[src/rtl/multiphase_clock_gen.sv]
`default_nettype none
// ============================================================================
// Module   : multiphase_clock_gen
// Brief    : N-phase one-hot instruction clock with halt/run/step modes,
//            debounced step key, centre-out LED bar and retired-cycle counter.
//            Optional mid-cycle phase break enabled by PHASE_BREAK_EN.
// Revision : 1.0
// ============================================================================
module multiphase_clock_gen #(
    parameter int PHASES          = 6,
    parameter int DIV_W           = 25,
    parameter int DEBOUNCE_CYCLES = 16,
    parameter int LED_W           = 10,
    parameter int CNT_W           = 8,
    localparam int IDX_W          = (PHASES > 1) ? $clog2(PHASES) : 1
) (
    input  logic               CLOCK_50,
    input  logic               SysReset,
    input  logic               run,
    input  logic               step_n,
    input  logic [DIV_W-1:0]   div_val,
`ifdef PHASE_BREAK_EN
    input  logic               brk_en,
    input  logic [IDX_W-1:0]   brk_phase,
`endif
    output logic [PHASES-1:0]  Phases,
    output logic [IDX_W-1:0]   phase_idx,
    output logic               cycle_done,
    output logic [CNT_W-1:0]   cycle_count,
    output logic               halted,
    output logic [LED_W-1:0]   leds
);

    localparam int               c_db_w     = $clog2(DEBOUNCE_CYCLES + 1);
    localparam int               c_half     = LED_W / 2;
    localparam logic [IDX_W-1:0] c_last_idx = IDX_W'(PHASES - 1);
    localparam logic [c_db_w-1:0] c_db_last = c_db_w'(DEBOUNCE_CYCLES - 1);

    typedef enum logic [1:0] {
        S_HALT = 2'd0,
        S_RUN  = 2'd1,
        S_STEP = 2'd2
    } state_t;

    logic               r_sync1;
    logic               r_sync2;
    logic               r_db_level;
    logic [c_db_w-1:0]  r_db_cnt;
    logic               r_step_req;
    state_t             r_state;
    logic               r_halted;
    logic [DIV_W-1:0]   r_count;
    logic [PHASES-1:0]  r_phases;
    logic [IDX_W-1:0]   r_idx;
    logic               r_done;
    logic [CNT_W-1:0]   r_cyc_cnt;
    logic [LED_W-1:0]   r_leds;

    logic               w_active;
    logic               w_tick;
    logic               w_wrap;
    logic               w_brk;
    logic [IDX_W-1:0]   w_idx_next;
    state_t             w_next_state;
    logic [LED_W-1:0]   w_leds_next;

    always_comb begin
        w_active   = (r_state == S_RUN) || (r_state == S_STEP);
        w_tick     = w_active && (r_count >= div_val);
        w_idx_next = (r_idx == c_last_idx) ? '0 : r_idx + IDX_W'(1);
        w_wrap     = w_tick && (r_idx == c_last_idx);
`ifdef PHASE_BREAK_EN
        w_brk      = w_tick && brk_en && (w_idx_next == brk_phase);
`else
        w_brk      = 1'b0;
`endif

        w_next_state = r_state;
        case (r_state)
            S_HALT: begin
                if (run)
                    w_next_state = S_RUN;
                else if (r_step_req)
                    w_next_state = S_STEP;
            end
            // Run only stops at a cycle boundary unless a break point hits.
            S_RUN: begin
                if ((w_wrap && !run) || w_brk)
                    w_next_state = S_HALT;
            end
            S_STEP: begin
                if (w_wrap)
                    w_next_state = run ? S_RUN : S_HALT;
            end
            default: w_next_state = S_HALT;
        endcase

        // Bar lights symmetrically from the centre outwards as the phase grows.
        w_leds_next = '0;
        for (int i = 0; i < c_half; i++) begin
            w_leds_next[i]           = (int'(w_idx_next) >= c_half - i);
            w_leds_next[LED_W-1-i]   = (int'(w_idx_next) >= c_half - i);
        end
    end

    always_ff @(posedge CLOCK_50 or posedge SysReset) begin
        if (SysReset) begin
            r_sync1    <= 1'b1;
            r_sync2    <= 1'b1;
            r_db_level <= 1'b1;
            r_db_cnt   <= '0;
            r_step_req <= 1'b0;
            r_state    <= S_HALT;
            r_halted   <= 1'b1;
            r_count    <= '0;
            r_phases   <= PHASES'(1);
            r_idx      <= '0;
            r_done     <= 1'b0;
            r_cyc_cnt  <= '0;
            r_leds     <= '0;
        end else begin
            r_sync1    <= step_n;
            r_sync2    <= r_sync1;
            r_step_req <= 1'b0;
            if (r_sync2 != r_db_level) begin
                if (r_db_cnt == c_db_last) begin
                    r_db_level <= r_sync2;
                    r_db_cnt   <= '0;
                    r_step_req <= r_db_level;
                end else begin
                    r_db_cnt   <= r_db_cnt + c_db_w'(1);
                end
            end else begin
                r_db_cnt <= '0;
            end

            r_state  <= w_next_state;
            r_halted <= (w_next_state == S_HALT);
            r_done   <= w_wrap;

            // Held at zero while halted, so every entry into RUN/STEP starts clean.
            if (!w_active || w_tick)
                r_count <= '0;
            else
                r_count <= r_count + DIV_W'(1);

            if (w_tick) begin
                r_idx    <= w_idx_next;
                r_phases <= {r_phases[PHASES-2:0], r_phases[PHASES-1]};
                r_leds   <= w_leds_next;
            end

            if (w_wrap)
                r_cyc_cnt <= r_cyc_cnt + CNT_W'(1);
        end
    end

    assign Phases      = r_phases;
    assign phase_idx   = r_idx;
    assign cycle_done  = r_done;
    assign cycle_count = r_cyc_cnt;
    assign halted      = r_halted;
    assign leds        = r_leds;

endmodule
`default_nettype wire
[config.mk]
export PLATFORM = sky130hd
export DESIGN_NAME = multiphase_clock_gen
export DESIGN_NICKNAME = d
export VERILOG_FILES = /design/src/rtl/multiphase_clock_gen.sv
export SDC_FILE = /design/constraint.sdc
export NUM_CORES = 1
export LEC_CHECK = 0
export ABC_AREA = 0
export CAP_MARGIN = 25
export CORE_MARGIN = 2
export CORE_UTILIZATION = 40
export CTS_BUF_LIST = sky130_fd_sc_hd__clkbuf_8
export DETAILED_ROUTE_END_ITERATION = 8
export GPL_TIMING_DRIVEN = 0
export PLACE_DENSITY = 0.75
export SLEW_MARGIN = 20
export SYNTH_ARGS = -nofsm -noshare
export SYNTH_HDL_FRONTEND = slang
export SYNTH_SLANG_ARGS = --single-unit
[constraint.sdc]
create_clock -name CLOCK_50 -period 7.4 [get_ports CLOCK_50]
set_input_delay 0.74 -clock CLOCK_50 [delete_from_list [all_inputs] [get_ports CLOCK_50]]
set_output_delay 0.74 -clock CLOCK_50 [all_outputs]
set_load 0.02 [all_outputs]
# Word-level counts from Yosys, hierarchy flattened
# Index checks and enable logic that the tools add are counted.
classes:
  add_sub_neg: 4
  n_lt_le_gt_ge: 6
  n_eq_ne: 5
  n_mux: 12
  n_reduce_logical: 10
ops:
  columns: ["op", "n"]
  rows:
  - ["25-bit by 1-bit adder with 25-bit output (second input constant)", 1]
  - ["25-bit >= comparator", 1]
  - ["25-bit two-way mux", 1]
  - ["5-bit two-way mux", 2]
  - ["8-bit by 1-bit adder with 8-bit output (second input constant)", 1]
  - ["2-bit two-way mux", 4]
  - ["3-bit by 2-bit >= comparator with 1-bit output (second input constant)", 2]
  - ["3-bit >= comparator (second input constant)", 2]
  - ["2-bit case mux with 3 select lines", 1]
  - ["5-bit by 1-bit adder with 5-bit output (second input constant)", 1]
  - ["5-bit by 4-bit equality test with 1-bit output (second input constant)", 1]
  - ["2-bit zero test", 2]
  - ["3-bit by 1-bit adder with 3-bit output (second input constant)", 1]
  - ["3-bit equality test (second input constant)", 1]
  - ["3-bit by 1-bit >= comparator with 1-bit output (second input constant)", 1]
  - ["1-bit logical AND", 3]
  - ["1-bit two-way mux", 3]
  - ["3-bit two-way mux", 1]
  - ["2-bit by 1-bit equality test with 1-bit output (second input constant)", 1]
  - ["2-bit equality test (second input constant)", 1]
  - ["1-bit zero test", 2]
  - ["1-bit logical OR", 2]
  - ["2-bit AND reduction", 1]
  - ["1-bit inequality test", 1]
totals:
  out_inout_bits: 29
  in_bits: 29
  regBits: 65

# Depth between registers and ports, before layout
# Gate-level depths: netlist of run 1.
logic_depth:
  ltp_word: 8
  ltp_mapped: 10
  ltp_nobuf: 10

# Worst setup path before layout of run 1
# Ideal clock, no wire load.
synth_timing:
  kind: "input to register"
  start: "input div_val[23]"
  end: "register r_cyc_cnt[1] (netlist: cycle_count[1])"
  arrival_time_ps: 2938
  n_path_buf: 0
  cell_stages: 9
  setup_time_ps: 125
  setup_slack_ps: 4337
  cell_sequence: "inv_1 > ha_1 > nand4_1 > or4_4 > a2111o_1 > and3_4 > a21o_1 > inv_2 > mux2_2"
synth_via:
  elab_chain_cells: 3
synth_rtl:
  columns: ["item", "line_no", "rtl"]
  rows:
  - ["from (decl)", "21", "input logic [DIV_W-1:0] div_val,"]
  - ["25-bit >= comparator", "69", "w_tick = w_active && (r_count >= div_val);"]
  - ["1-bit logical AND", "69", null]
  - ["1-bit logical AND", "71", "w_wrap = w_tick && (r_idx == c_last_idx);"]
  - ["via w_wrap", "61", "logic w_wrap;"]
  - ["to (signal assigned)", "154", "r_cyc_cnt <= r_cyc_cnt + CNT_W'(1);"]
  - ["to (decl)", "56", "logic [CNT_W-1:0] r_cyc_cnt;"]
# The timed path passes the listed nets, and every way through them passes these cells.
# A chain may end at the register's enable or synchronous reset.

# Worst setup path after layout of run 1
# Same ends and word-level chain as after synthesis.

==> results of run 1 <==
-- metal layers --
layer,vias up,GRT usage,routed length [um]
met5,-,0,0
met4,0,0.0833,148
met3,13,0.0399,280
met2,47,0.270,3040
met1,1206,0.187,2900
li1,1284,-,-
-- cell families (layout without fill, tap and decap cells) --
| family | after synthesis | count (layout) | share of synthesized area |
|---|---|---|---|
| adders and majority gates | 32 | 32 | 0.121 |
| and+or+nand+nor | 122 | 122 | 0.175 |
| xor gates and xnor gates | 33 | 33 | 0.0876 |
| buffers and inverters | 43 | 116 | 0.0569 |
| AOI/OAI and AO/OA | 39 | 39 | 0.0744 |
| muxes | 10 | 10 | 0.0353 |
| DFF | 59 | 59 | 0.450 |
-- stage by stage --
step	total power [mW]	worst slack [ns]	hold slack [ns]	utilization
finish	0.719	3.96	0.357	0.516
global route	0.764	3.83	0.361	0.516
CTS	0.730	3.95	0.359	0.516
detailed placement	0.478	3.60	0.349	0.495
global placement	0.474	3.63	0.347	0.494
floorplan	0.433	4.34	0.345	-
-- worst paths after layout --
check,from,endpoint,slack [ns]
setup / recovery,div_val[23],cycle_count[1],3.96
hold / removal,r_sync1,r_sync2,0.36
setup reg to reg,r_count[23],cycle_count[1],4.45
hold reg to reg,r_sync1,r_sync2,0.36
max in group asynchronous,SysReset,phase_idx[1],6.05
min in group asynchronous,SysReset,cycle_done,0.87
-- layout by cell type, fill, tap and decap left out, types with 6 or more instances in the layout --
| master | synthesis | final |
|---|---|---|
| mux2_2 | 9 | 9 |
| clkdlybuf4s50_1 | 0 | 57 |
| nand4_1 | 8 | 8 |
| nand3_1 | 20 | 20 |
| xnor2_1 | 14 | 14 |
| clkbuf_8 | 0 | 10 |
| dfrtp_1 | 54 | 54 |
| inv_1 | 33 | 33 |
| a21oi_1 | 10 | 10 |
| o21ai_0 | 13 | 13 |
| buf_4 | 6 | 6 |
| ha_1 | 32 | 32 |
| nor2_1 | 41 | 41 |
| nand2_1 | 30 | 30 |
| xor2_1 | 19 | 19 |
-- critical path, cell delays in order --
cell and delay, ns:
clkdlybuf4s50_1 0.45, inv_1 0.04, ha_1 0.30, nand4_1 0.17, or4_4 0.61, a2111o_1 0.45
and3_4 0.19, a21o_1 0.24, inv_2 0.12, mux2_2 0.33
-- registers in the layout (all words and copies together), names as in the netlist, 2 cells and up --
register / cells
Phases: 6
cycle_count: 8
leds: 5
phase_idx: 2
r_count: 25
r_db_cnt: 5
r_state: 2
-- power by group through the flow --
stage	combinational (mW)	sequential [mW]	clock, mW
3_3_place_gp	0.117	0.357	0
3_5_place_dp	0.120	0.358	0
4_1_cts	0.122	0.352	0.257
5_1_grt	0.138	0.355	0.271
6_report	0.119	0.352	0.248
2_1_floorplan	0.0748	0.358	0
-- area by class of cell --
type	count	area share
Multi-Input combinational cell	236	0.390
Sequential cell	59	0.355
Timing Repair Buffer	57	0.137
Clock buffer	10	0.0330
Tap cell	105	0.0315
Inverter	34	0.0312
Buffer	9	0.0144
Clock inverter	6	0.00809
==> flow_metrics.env, run 1 <==
export IMPL_clock_power_share=0.345
export IMPL_worst_r2r_path_depth=8
export IMPL_vias=2550
export IMPL_cts_hold_buf=0
export IMPL_p_int_uw=517
export IMPL_drc=0
export IMPL_netlist_top_cells_count="dfrtp_1 (54), nor2_1 (41), inv_1 (33), ha_1 (32), nand2_1 (30)"
export IMPL_tritoncts="done"
export IMPL_drt_initial_drc_count=94
export IMPL_die_area_um2=8990
export IMPL_antenna_found_initial=0
export IMPL_gp_congestion=0.803
export IMPL_setup_violations=0
export IMPL_synth_warnings=0
export IMPL_slew_viol_final=0
export IMPL_swShare=0.281
export IMPL_numCtsBuffers=9
export IMPL_fp_dieH_um=94.8
export IMPL_placedCellCount=500
export IMPL_synth_cells=338
export IMPL_ant_nets=0
export IMPL_synth_area_leader_cell="dfrtp_1"
export IMPL_hold_viol=0
export IMPL_cts_root_buffer="clkbuf_8"
export IMPL_max_cap_viol_count=0
export IMPL_rows=33
export IMPL_criticalPathCategory="primary input to flop"
export IMPL_syn_area_per_cell_um2=9.76
export IMPL_wl_per_cell_um=12.3
export IMPL_regArea_um2=1480
export IMPL_grt_max_degree=60
export IMPL_startpoint_type="primary input"
export IMPL_grt_ovfl_total=0
export IMPL_switchingPower_uw=202
export IMPL_ys_seq_area_frac=0.450
export IMPL_drt_first_pass_iters=4
export IMPL_powerDensity_nw_per_um2=172
export IMPL_cp_required_ns=7.62
export IMPL_ir_worst_vdd_uv=79.2
export IMPL_multi_input_area_um2=1630
export IMPL_cts_resized=0
export IMPL_hp_class="flop to flop"
export IMPL_status="finished, final reports clean"
export IMPL_diodes=0
export IMPL_postLayoutCellArea_um2=4170
export IMPL_post_route_min_period_ns=3.44
export IMPL_synth_top_area_frac=0.410
export IMPL_grt_first_pass_wirelength_um=11100
export IMPL_fin_crit_sh=0.465
export IMPL_clk_path_buf_depth=2
export IMPL_ys_types=43
export IMPL_synth_main_ff_cell="dfrtp_1"
export IMPL_critPathArrivalTime_ns=3.66
export IMPL_die_w_um=94.8
export IMPL_min_path_cells=0
export IMPL_wirelength_um=6370
export IMPL_viasPerCell=4.94
export IMPL_grtUsageTotal=0.159
export IMPL_grt_setup_unrepaired="false"
export IMPL_fin_cells=516
export IMPL_netlist_area_um2=3300
export IMPL_fin_nets=467
export IMPL_dpl_cell_area_um2=4000
export IMPL_grt_pass1_vias=2631
export IMPL_start_util=0.408
export IMPL_clkLatencyLatePin_ns=0.34
export IMPL_synth_edf_count=0
export IMPL_ys_seq_elements=59
export IMPL_clk_pin_slew_ns=0.06
export IMPL_p_comb_frac=0.165
export IMPL_skew_ns=0.0124
export IMPL_io_pins=58
export IMPL_core_um2=8090
export IMPL_syn_nets=399
export IMPL_worst_path_max_fanout=6
export IMPL_tns_ns=0
export IMPL_async_reset_ff_frac=1.00
export IMPL_clock_sinks=59
export IMPL_tightest_slew_ns=0.710
export IMPL_portBuffers=57
export IMPL_htreeDepth=3
export IMPL_timing_fmax_mhz=290
export IMPL_syn_to_final_growth_pct=26.6
export IMPL_p_seq_frac=0.490
export IMPL_synthTopCellsByArea="dfrtp_1 (41%), ha_1 (12%), xor2_1 (5.0%)"
export IMPL_fillers=774
export IMPL_post_cts_buffers=0
export IMPL_slew_headroom=0.527
export IMPL_hpwl_um=4830
export IMPL_end_kind="flop"
export IMPL_yosysMostFrequentCell="dfrtp_1"
export IMPL_drive_above_1_share=0.107
export IMPL_power_leakage_nw=1.99
Note: power is estimated with default switching activity, not from simulation.
==> inputs of run 2 (changes only) <==
==> constraint.sdc (replaced) <==
create_clock -name CLOCK_50 -period 3.2 [get_ports CLOCK_50]
set_input_delay 0.32 -clock CLOCK_50 [delete_from_list [all_inputs] [get_ports CLOCK_50]]
set_output_delay 0.32 -clock CLOCK_50 [all_outputs]
set_load 0.02 [all_outputs]
==> results of run 2 <==
The final DEF is identical to that of run 1. Status: finished, final reports clean.
Main changes from that run: setup slack after placement 3.60 ns -> -0.178 ns; setup slack after layout 3.96 ns -> 0.176 ns; register-to-register setup slack 4.45 ns -> 0.25 ns; total power 0.719 mW -> 1.66 mW; worst IR drop on VDD 79.2 uV -> 183 uV
